<file path="src/rtl/io_pkg.sv">
// io_pkg: shared constants for the CPU IO region.
// Holds the data width and the addr[7:2] codes decoded by the input-port
// block (0xC0..0xCC) and the output-port block (0x80..0x88).
package io_pkg;

  localparam int DATA_W = 32;

  // Input-port block codes (addr[7:2])
  localparam logic [5:0] IN_PORT0  = 6'b110000;  // 0xC0
  localparam logic [5:0] IN_PORT1  = 6'b110001;  // 0xC4
  localparam logic [5:0] IN_PORT2  = 6'b110010;  // 0xC8
  localparam logic [5:0] IN_STATUS = 6'b110011;  // 0xCC

  // Output-port block codes (addr[7:2]), decoded elsewhere
  localparam logic [5:0] OUT_PORT0 = 6'b100000;  // 0x80
  localparam logic [5:0] OUT_PORT1 = 6'b100001;  // 0x84
  localparam logic [5:0] OUT_PORT2 = 6'b100010;  // 0x88

  typedef logic [DATA_W-1:0] word_t;

endpackage

</file>
<file path="src/rtl/io_input_port.sv">
// io_input_port: one asynchronous input port.
// Purpose: synchronizes port_i through SYNC_STAGES flops, accepts the
// synchronized value into val_o (optionally after debounce) and keeps a
// sticky change flag chg_o that clr_i clears (a same-edge set wins).
// Optional feature: define IO_INPUT_DEBOUNCE_EN to require DEBOUNCE_CYCLES
// consecutive stable edges before a new value is accepted.
// Ports:
//   clk_i    clock, all state updates on rising edge
//   rst_ni   synchronous active-low reset
//   port_i   external input, asynchronous to clk_i
//   clr_i    clear request for the change flag
//   val_o    accepted value
//   chg_o    sticky change flag
module io_input_port
  import io_pkg::*;
#(
  parameter int SYNC_STAGES     = 2,
  parameter int DEBOUNCE_CYCLES = 4
) (
  input  logic              clk_i,
  input  logic              rst_ni,
  input  logic [DATA_W-1:0] port_i,
  input  logic              clr_i,
  output logic [DATA_W-1:0] val_o,
  output logic              chg_o
);

  if (SYNC_STAGES < 2 || DEBOUNCE_CYCLES < 1) begin : g_param_check
    $error("io_input_port: SYNC_STAGES must be >= 2 and DEBOUNCE_CYCLES >= 1");
  end

  logic [DATA_W-1:0] sync_q [SYNC_STAGES];
  logic [DATA_W-1:0] sync_s;
  logic [DATA_W-1:0] val_q, val_d;
  logic              chg_q, chg_d;
  logic              set_s;

  // Synchronizer chain; reset discards any in-flight samples
  always_ff @(posedge clk_i) begin
    if (!rst_ni) begin
      for (int i = 0; i < SYNC_STAGES; i++) begin
        sync_q[i] <= '0;
      end
    end else begin
      sync_q[0] <= port_i;
      for (int i = 1; i < SYNC_STAGES; i++) begin
        sync_q[i] <= sync_q[i-1];
      end
    end
  end

  assign sync_s = sync_q[SYNC_STAGES-1];

`ifdef IO_INPUT_DEBOUNCE_EN
  localparam int CNT_W = $clog2(DEBOUNCE_CYCLES) + 1;
  localparam logic [CNT_W-1:0] CNT_LAST = CNT_W'(DEBOUNCE_CYCLES - 1);

  logic [DATA_W-1:0] cand_q, cand_d;
  logic [CNT_W-1:0]  cnt_q, cnt_d;

  // Debounce: a new candidate restarts the count; a candidate that differs
  // from val and has been stable for DEBOUNCE_CYCLES edges is accepted
  always_comb begin
    cand_d = cand_q;
    cnt_d  = cnt_q;
    val_d  = val_q;
    set_s  = 1'b0;
    if (sync_s != cand_q) begin
      cand_d = sync_s;
      cnt_d  = {CNT_W{1'b0}};
    end else if (cand_q != val_q && cnt_q == CNT_LAST) begin
      val_d  = cand_q;
      cnt_d  = {CNT_W{1'b0}};
      set_s  = 1'b1;
    end else if (cand_q != val_q) begin
      cnt_d  = cnt_q + {{(CNT_W-1){1'b0}}, 1'b1};
    end else begin
      cnt_d  = {CNT_W{1'b0}};
    end
  end

  // Debounce state registers
  always_ff @(posedge clk_i) begin
    if (!rst_ni) begin
      cand_q <= '0;
      cnt_q  <= {CNT_W{1'b0}};
    end else begin
      cand_q <= cand_d;
      cnt_q  <= cnt_d;
    end
  end
`else
  // Direct acceptance: any difference at the synchronizer output is taken
  always_comb begin
    val_d = val_q;
    set_s = 1'b0;
    if (sync_s != val_q) begin
      val_d = sync_s;
      set_s = 1'b1;
    end else begin
      val_d = val_q;
      set_s = 1'b0;
    end
  end
`endif

  // Change flag: set has priority over a same-edge clear
  always_comb begin
    chg_d = chg_q;
    if (set_s) begin
      chg_d = 1'b1;
    end else if (clr_i) begin
      chg_d = 1'b0;
    end else begin
      chg_d = chg_q;
    end
  end

  // Accepted value and change flag registers
  always_ff @(posedge clk_i) begin
    if (!rst_ni) begin
      val_q <= '0;
      chg_q <= 1'b0;
    end else begin
      val_q <= val_d;
      chg_q <= chg_d;
    end
  end

  assign val_o = val_q;
  assign chg_o = chg_q;

endmodule

</file>
<file path="src/rtl/io_input.sv">
// io_input: memory-mapped input-port block for the single-period CPU.
// Purpose: three synchronized input ports plus a sticky change-status word,
// returned on the CPU load path. Reading 0xCC with read_io_enable=1 clears
// the change flags on that edge (the read itself returns pre-clear flags).
// Optional feature: IO_INPUT_DEBOUNCE_EN enables per-port debounce.
// Ports:
//   io_clk          sole clock
//   resetn          synchronous active-low reset
//   addr            CPU data address, decoded on addr[7:2]
//   read_io_enable  load strobe, qualifies clear-on-read only
//   in_port0..2     asynchronous external inputs
//   io_read_data    combinational read mux over registered state
//   change_irq      OR of the change flags
module io_input
  import io_pkg::*;
#(
  parameter int SYNC_STAGES     = 2,
  parameter int DEBOUNCE_CYCLES = 4
) (
  input  logic        io_clk,
  input  logic        resetn,
  input  logic [31:0] addr,
  input  logic        read_io_enable,
  input  logic [31:0] in_port0,
  input  logic [31:0] in_port1,
  input  logic [31:0] in_port2,
  output logic [31:0] io_read_data,
  output logic        change_irq
);

  logic [5:0]        code_s;
  logic              clr_s;
  logic [DATA_W-1:0] val0_s, val1_s, val2_s;
  logic [2:0]        chg_s;
  logic              unused_addr_s;

  assign code_s        = addr[7:2];
  assign unused_addr_s = ^{addr[31:8], addr[1:0]};
  assign clr_s         = read_io_enable & (code_s == IN_STATUS);

  io_input_port #(
    .SYNC_STAGES    (SYNC_STAGES),
    .DEBOUNCE_CYCLES(DEBOUNCE_CYCLES)
  ) u_port0 (
    .clk_i (io_clk),
    .rst_ni(resetn),
    .port_i(in_port0),
    .clr_i (clr_s),
    .val_o (val0_s),
    .chg_o (chg_s[0])
  );

  io_input_port #(
    .SYNC_STAGES    (SYNC_STAGES),
    .DEBOUNCE_CYCLES(DEBOUNCE_CYCLES)
  ) u_port1 (
    .clk_i (io_clk),
    .rst_ni(resetn),
    .port_i(in_port1),
    .clr_i (clr_s),
    .val_o (val1_s),
    .chg_o (chg_s[1])
  );

  io_input_port #(
    .SYNC_STAGES    (SYNC_STAGES),
    .DEBOUNCE_CYCLES(DEBOUNCE_CYCLES)
  ) u_port2 (
    .clk_i (io_clk),
    .rst_ni(resetn),
    .port_i(in_port2),
    .clr_i (clr_s),
    .val_o (val2_s),
    .chg_o (chg_s[2])
  );

  // Read mux; independent of read_io_enable
  always_comb begin
    io_read_data = 32'h0000_0000;
    case (code_s)
      IN_PORT0:  io_read_data = val0_s;
      IN_PORT1:  io_read_data = val1_s;
      IN_PORT2:  io_read_data = val2_s;
      IN_STATUS: io_read_data = {29'b0, chg_s};
      default:   io_read_data = 32'h0000_0000;
    endcase
  end

  assign change_irq = |chg_s;

endmodule

</file>
<file path="config.mk">
export PLATFORM = sky130hd
export DESIGN_NAME = io_input
export DESIGN_NICKNAME = d
export VERILOG_FILES = /design/src/rtl/io_pkg.sv /design/src/rtl/io_input_port.sv /design/src/rtl/io_input.sv
export SDC_FILE = /design/constraint.sdc
export NUM_CORES = 1
export LEC_CHECK = 0
export CAP_MARGIN = 20
export CORE_ASPECT_RATIO = 1.4
export CORE_MARGIN = 5
export CORE_UTILIZATION = 52
export DETAILED_ROUTE_END_ITERATION = 8
export PLACE_DENSITY = 0.79
export REMOVE_ABC_BUFFERS = 1
export SYNTH_ARGS = -nofsm -noshare
export SYNTH_HDL_FRONTEND = slang
export SYNTH_SLANG_ARGS = --single-unit
</file>
<file path="constraint.sdc">
create_clock -name io_clk -period 3.2 [get_ports io_clk]
set_clock_uncertainty 0.05 [all_clocks]
set_input_delay 0.96 -clock io_clk [delete_from_list [all_inputs] [get_ports io_clk]]
set_output_delay 0.96 -clock io_clk [all_outputs]
set_load 0.03 [all_outputs]
</file>
# After elaboration in Yosys (flattened, before gate mapping)
# Memory sizes are Yosys's and may differ from the RTL's.
# Index checks and enable logic that the tools add are counted.
# Widths: inputs -> output; s select.
[totals]
reg_bits = 99
ram_bits = 192
inputBits = 131
elab_cells = 43
n_memories = 3
[memory_table]
columns = ["memory", "words", "width", "rd", "rd_clocked_by_memory_dff", "wr", "line_no", "source"]
rows = [
  ["u_port0.sync_q", 2, 32, 2, 0, 2, "io_input_port.sv:32", "logic [DATA_W-1:0] sync_q [SYNC_STAGES];"],
  ["u_port1.sync_q", 2, 32, 2, 0, 2, "io_input_port.sv:32", ""],
  ["u_port2.sync_q", 2, 32, 2, 0, 2, "io_input_port.sv:32", ""],
]
[op_classes]
eq_ne = 7
muxes = 16
bitwise_logic = 7
reduce_logical = 4
[ops]
columns = ["cell", "count"]
rows = [
  ["$mux 32", 6],
  ["$pmux 32 s4", 1],
  ["$ne 32x32->1", 3],
  ["$eq 6x6->1 const B", 4],
  ["$mux 1", 9],
  ["$or 1x1->1", 6],
  ["$reduce_bool 2->1", 3],
  ["$reduce_or 3->1", 1],
  ["$and 1x1->1", 1],
]

# Logic depth before layout (Yosys ltp)
[logic_depth]
depth_word = 4
depth_mapped = 7

# By module
# Synthesis repeated with hierarchy kept, for this count alone.
[unflattened]
hier_cells = 886
hier_area_um2 = 9933.3
[by_module_without_submodules]
columns = ["module", "instances", "cells_each", "area_each_um2", "seq_area_each_um2"]
rows = [
  ["io_input_port", 3, 248, 2964.1, 1941.9],
  ["io_input", 1, 142, 1041.0, 0.0],
]

# Worst setup path before layout
# No wires, ideal clock.
[synth_path]
kind = "input port to output port"
start = "input addr[4]"
end = "output io_read_data[11]"
arrival_time_ps = 2269
required_time_ps = 2190
setup_slack_ps = -79
cell_stages = 6
n_path_buf = 2
path_cell_list = "and4bb_1 > and2_1 > buf_4 > buf_2 > a22oi_1 > o2bb2ai_1"
[synth_between]
elab_chain_cells = 2
word_cells_on_any_way = 5
[synth_lines]
columns = ["element", "line_no", "source"]
rows = [
  ["start: declaration", "io_input.sv:22", "input logic [31:0] addr,"],
  ["$eq 6x6->1", "io_input.sv:80", "case (code_s)"],
  ["$pmux 32 s4 *", "io_input.sv:80", ""],
  ["end: declaration", "io_input.sv:27", "output logic [31:0] io_read_data,"],
]
# Mark *: on every way between the ends. The rest lies on a longest branch, timed or not.

# Worst setup path after layout
[layout_path]
start = "input addr[4]"
end = "output io_read_data[23]"
# Same word-level chain as after synthesis.

==> impl_metrics.yaml <==
cts:
  htreeDepth: 1
  clk_latency_ns: 0.51
  tritoncts: "done"
  clockBufferDepth: 3
  path_clk_slew_ns: 0.06
  cts_buffers: 26
  root_buffer: "clkbuf_16"
  cts_sinks: 291
synthesis:
  synth.top_cell.area_share_pct: 61.3
  syn_area_mm2: 0.00950
  syn_avg_cell_area_um2: 11.4
  ys.flop_type: "dfxtp_1"
  async_flop_share_pct: 0
  ys_seq_area_share_pct: 61.3
  yosysTopAreaCell: "dfxtp_1"
  synth_warnings: 0
  ys_types: 20
  synth_seq_cells: 291
  synthTopCellsByArea: "dfxtp_1 61%, and2_1 19%, xor2_1 8.8%, o2bb2ai_1 2.7%, a22oi_1 2.5%"
  synth-edff-count: 0
  synthCells: 833
job:
  maxCapViolCount: 0
floorplanning:
  die_w_um: 124
  die_h_um: 170
  rows: 58
  dieArea_mm2: 0.0211
  ios: 164
  core_area_mm2: 0.0180
  start_util_pct: 52.8
power_and_ir_drop:
  p_per_area_mw_per_mm2: 548
  p_leak_nw: 5.63
  ir_worst_vdd_mv: 0.443
final_layout:
  area_growth_pct: 38.9
  layout.cells.non_filler: 1253
  final_cell_mix: "291 x dfxtp_1, 288 x and2_1, 99 x clkdlybuf4s50_1"
  regArea_mm2: 0.00583
  fin_nets: 1126
  final_common_cell: "dfxtp_1"
  fillerInstances: 1207
  drive_gt1_share_pct: 17.5
  finalCoreUtilization_pct: 73.3
  multi_input_area_mm2: 0.00406
  antenna_cells: 0
global_routing:
  first_global_vias: 6113
  grt_pass1_wl_mm: 32.4
  grt_max_degree: 100
  overflow: 0
  antenna_found_initial: 0
  track_usage_pct: 19.0
placed_design:
  hpwl_mm: 13.3
  gp_congestion: 0.757
  pre_cts_ws_ns: -0.575
  portBuffers: 137
  placed_cells: 1196
run_status:
  violations: "negative setup slack"
  outcome: "finished with violations"
setup_path:
  cpLargestDelayFamily: "simple AND/OR/NAND/NOR gates"
  crit_required_ns: 2.19
  crit_cells: 9
  cp-end-kind: "output pin"
  crit_path_max_fanout: 8
  crit_chain: "buf_6 -> and4bb_1 -> nor2b_4 -> buf_12 -> and2_4 -> buf_12 -> o2bb2ai_2 -> buf_4 -> buf_12"
  critPathSlowestCell: "and4bb_1"
  timing_worst_setup_path_type: "primary input to output pin"
  r2r_cells: 4
  cp-start-kind: "primary input"
  crit_top_cell: "buf_12"
  crit_arrival_ns: 2.43
  critPathBufInv: 5
  critPathMaxStageDelay_ns: 0.29
drt:
  via_count: 6003
  wl_per_cell_um: 16.6
  ant_nets: 0
  wirelength_mm: 20.8
  viasPerCell: 4.79
  drc: 0
  drtIter0Drc: 206
  firstDrtPassIters: 4
timing:
  rsz0062_at_grt: "true"
  drv_slew: 0
  worstMarginPinSlew_ns: 0.556
  max_freq_mhz: 290
  setup_slack_ns: -0.244
  min_period_ns: 3.44
  setup_viol: 32
  worst_slew_margin_rel_pct: 62.6
  hold_viol: 0
  fin_crit_sh_pct: 108
hold_path:
  hold_path_class: "flip-flop to flip-flop"
  hold_path_depth: 1
## layout make-up
type | count | area share, %
flip-flops and latches | 291 | 44.1
multi-input cells | 492 | 30.7
repair buffers | 181 | 16.6
clock buffers | 40 | 5.87
well taps | 240 | 2.27
clock inverters | 6 | 0.284
inverters | 3 | 0.0853
## Yosys cell counts (2+ instances only)
| master | count |
|---|---|
| a31oi_1 | 3 |
| buf_6 | 3 |
| inv_1 | 3 |
| a22oi_1 | 32 |
| and2_1 | 289 |
| buf_4 | 2 |
| nor4_1 | 24 |
| o2bb2ai_1 | 29 |
| clkbuf_1 | 37 |
| a221oi_1 | 3 |
| buf_2 | 5 |
| dfxtp_1 | 291 |
| xor2_1 | 96 |
| nand4_1 | 6 |
| o31a_1 | 3 |
| a21oi_1 | 3 |
## metal layers
metal,vias to the layer above,share of wire [%],global-route usage (%)
li1,3031,-,-
met1,2820,41,22.4
met2,118,52,35.2
met3,34,4.3,3.67
met4,0,2.3,5.63
met5,-,0,0
## repair_timing
action,4_1_cts,5_1_grt
gates resized for setup,88,35
cloned,4,0
pin swaps,10,7
hold buffers,0,0
endpoints found under the setup margin,32,32
buffers inserted,8,7
## power by group
group / switching, mW / internal (mW)
Combinational: 0.193 / 0.270
Clock: 1.25 / 1.66
Sequential: 0.0796 / 3.77
## registers in the layout, summed over array words and instances, names as in the netlist
signal / flops
u_port0.sync_q: 64
u_port1.sync_q: 64
u_port2.sync_q: 64
u_port0.val_o: 32
u_port1.val_o: 32
u_port2.val_o: 32
u_port0.chg_o: 1
u_port1.chg_o: 1
u_port2.chg_o: 1
## cell families after synthesis
group	synth area share, %
XOR/XNOR	8.85
AND/OR/NAND/NOR	21.4
AO/OA/AOI/OAI	6.11
flip-flops	61.3
buffers and inverters	2.36
## final timing paths
kind                            slack [ns]                             start                                to
worst min-delay path                  0.37  u_port0.sync_q[0][30]$_SDFF_PN0_  u_port0.sync_q[0][62]$_SDFF_PN0_
worst min register to register        0.37  u_port0.sync_q[0][30]$_SDFF_PN0_  u_port0.sync_q[0][62]$_SDFF_PN0_
worst max register to register        1.36     u_port2.val_o[1]$_SDFFE_PN0P_        u_port2.chg_o$_SDFFE_PN0P_
worst max-delay path                 -0.24                           addr[4]                  io_read_data[23]
## metrics by stage
step           TNS, ns  hold WS (ns)  power (mW)  cell area (µm²)
6_report         -5.75         0.373        7.23            13200
4_1_cts          -6.89         0.378        7.27            13000
3_3_place_gp    -16.08         0.364        4.34            11600
3_5_place_dp    -16.82         0.367        4.35            11600
5_1_grt          -7.13         0.387        7.49            13200
2_1_floorplan   -17.03         0.362        4.08             9290
Note: power is estimated with default switching activity, not from simulation.
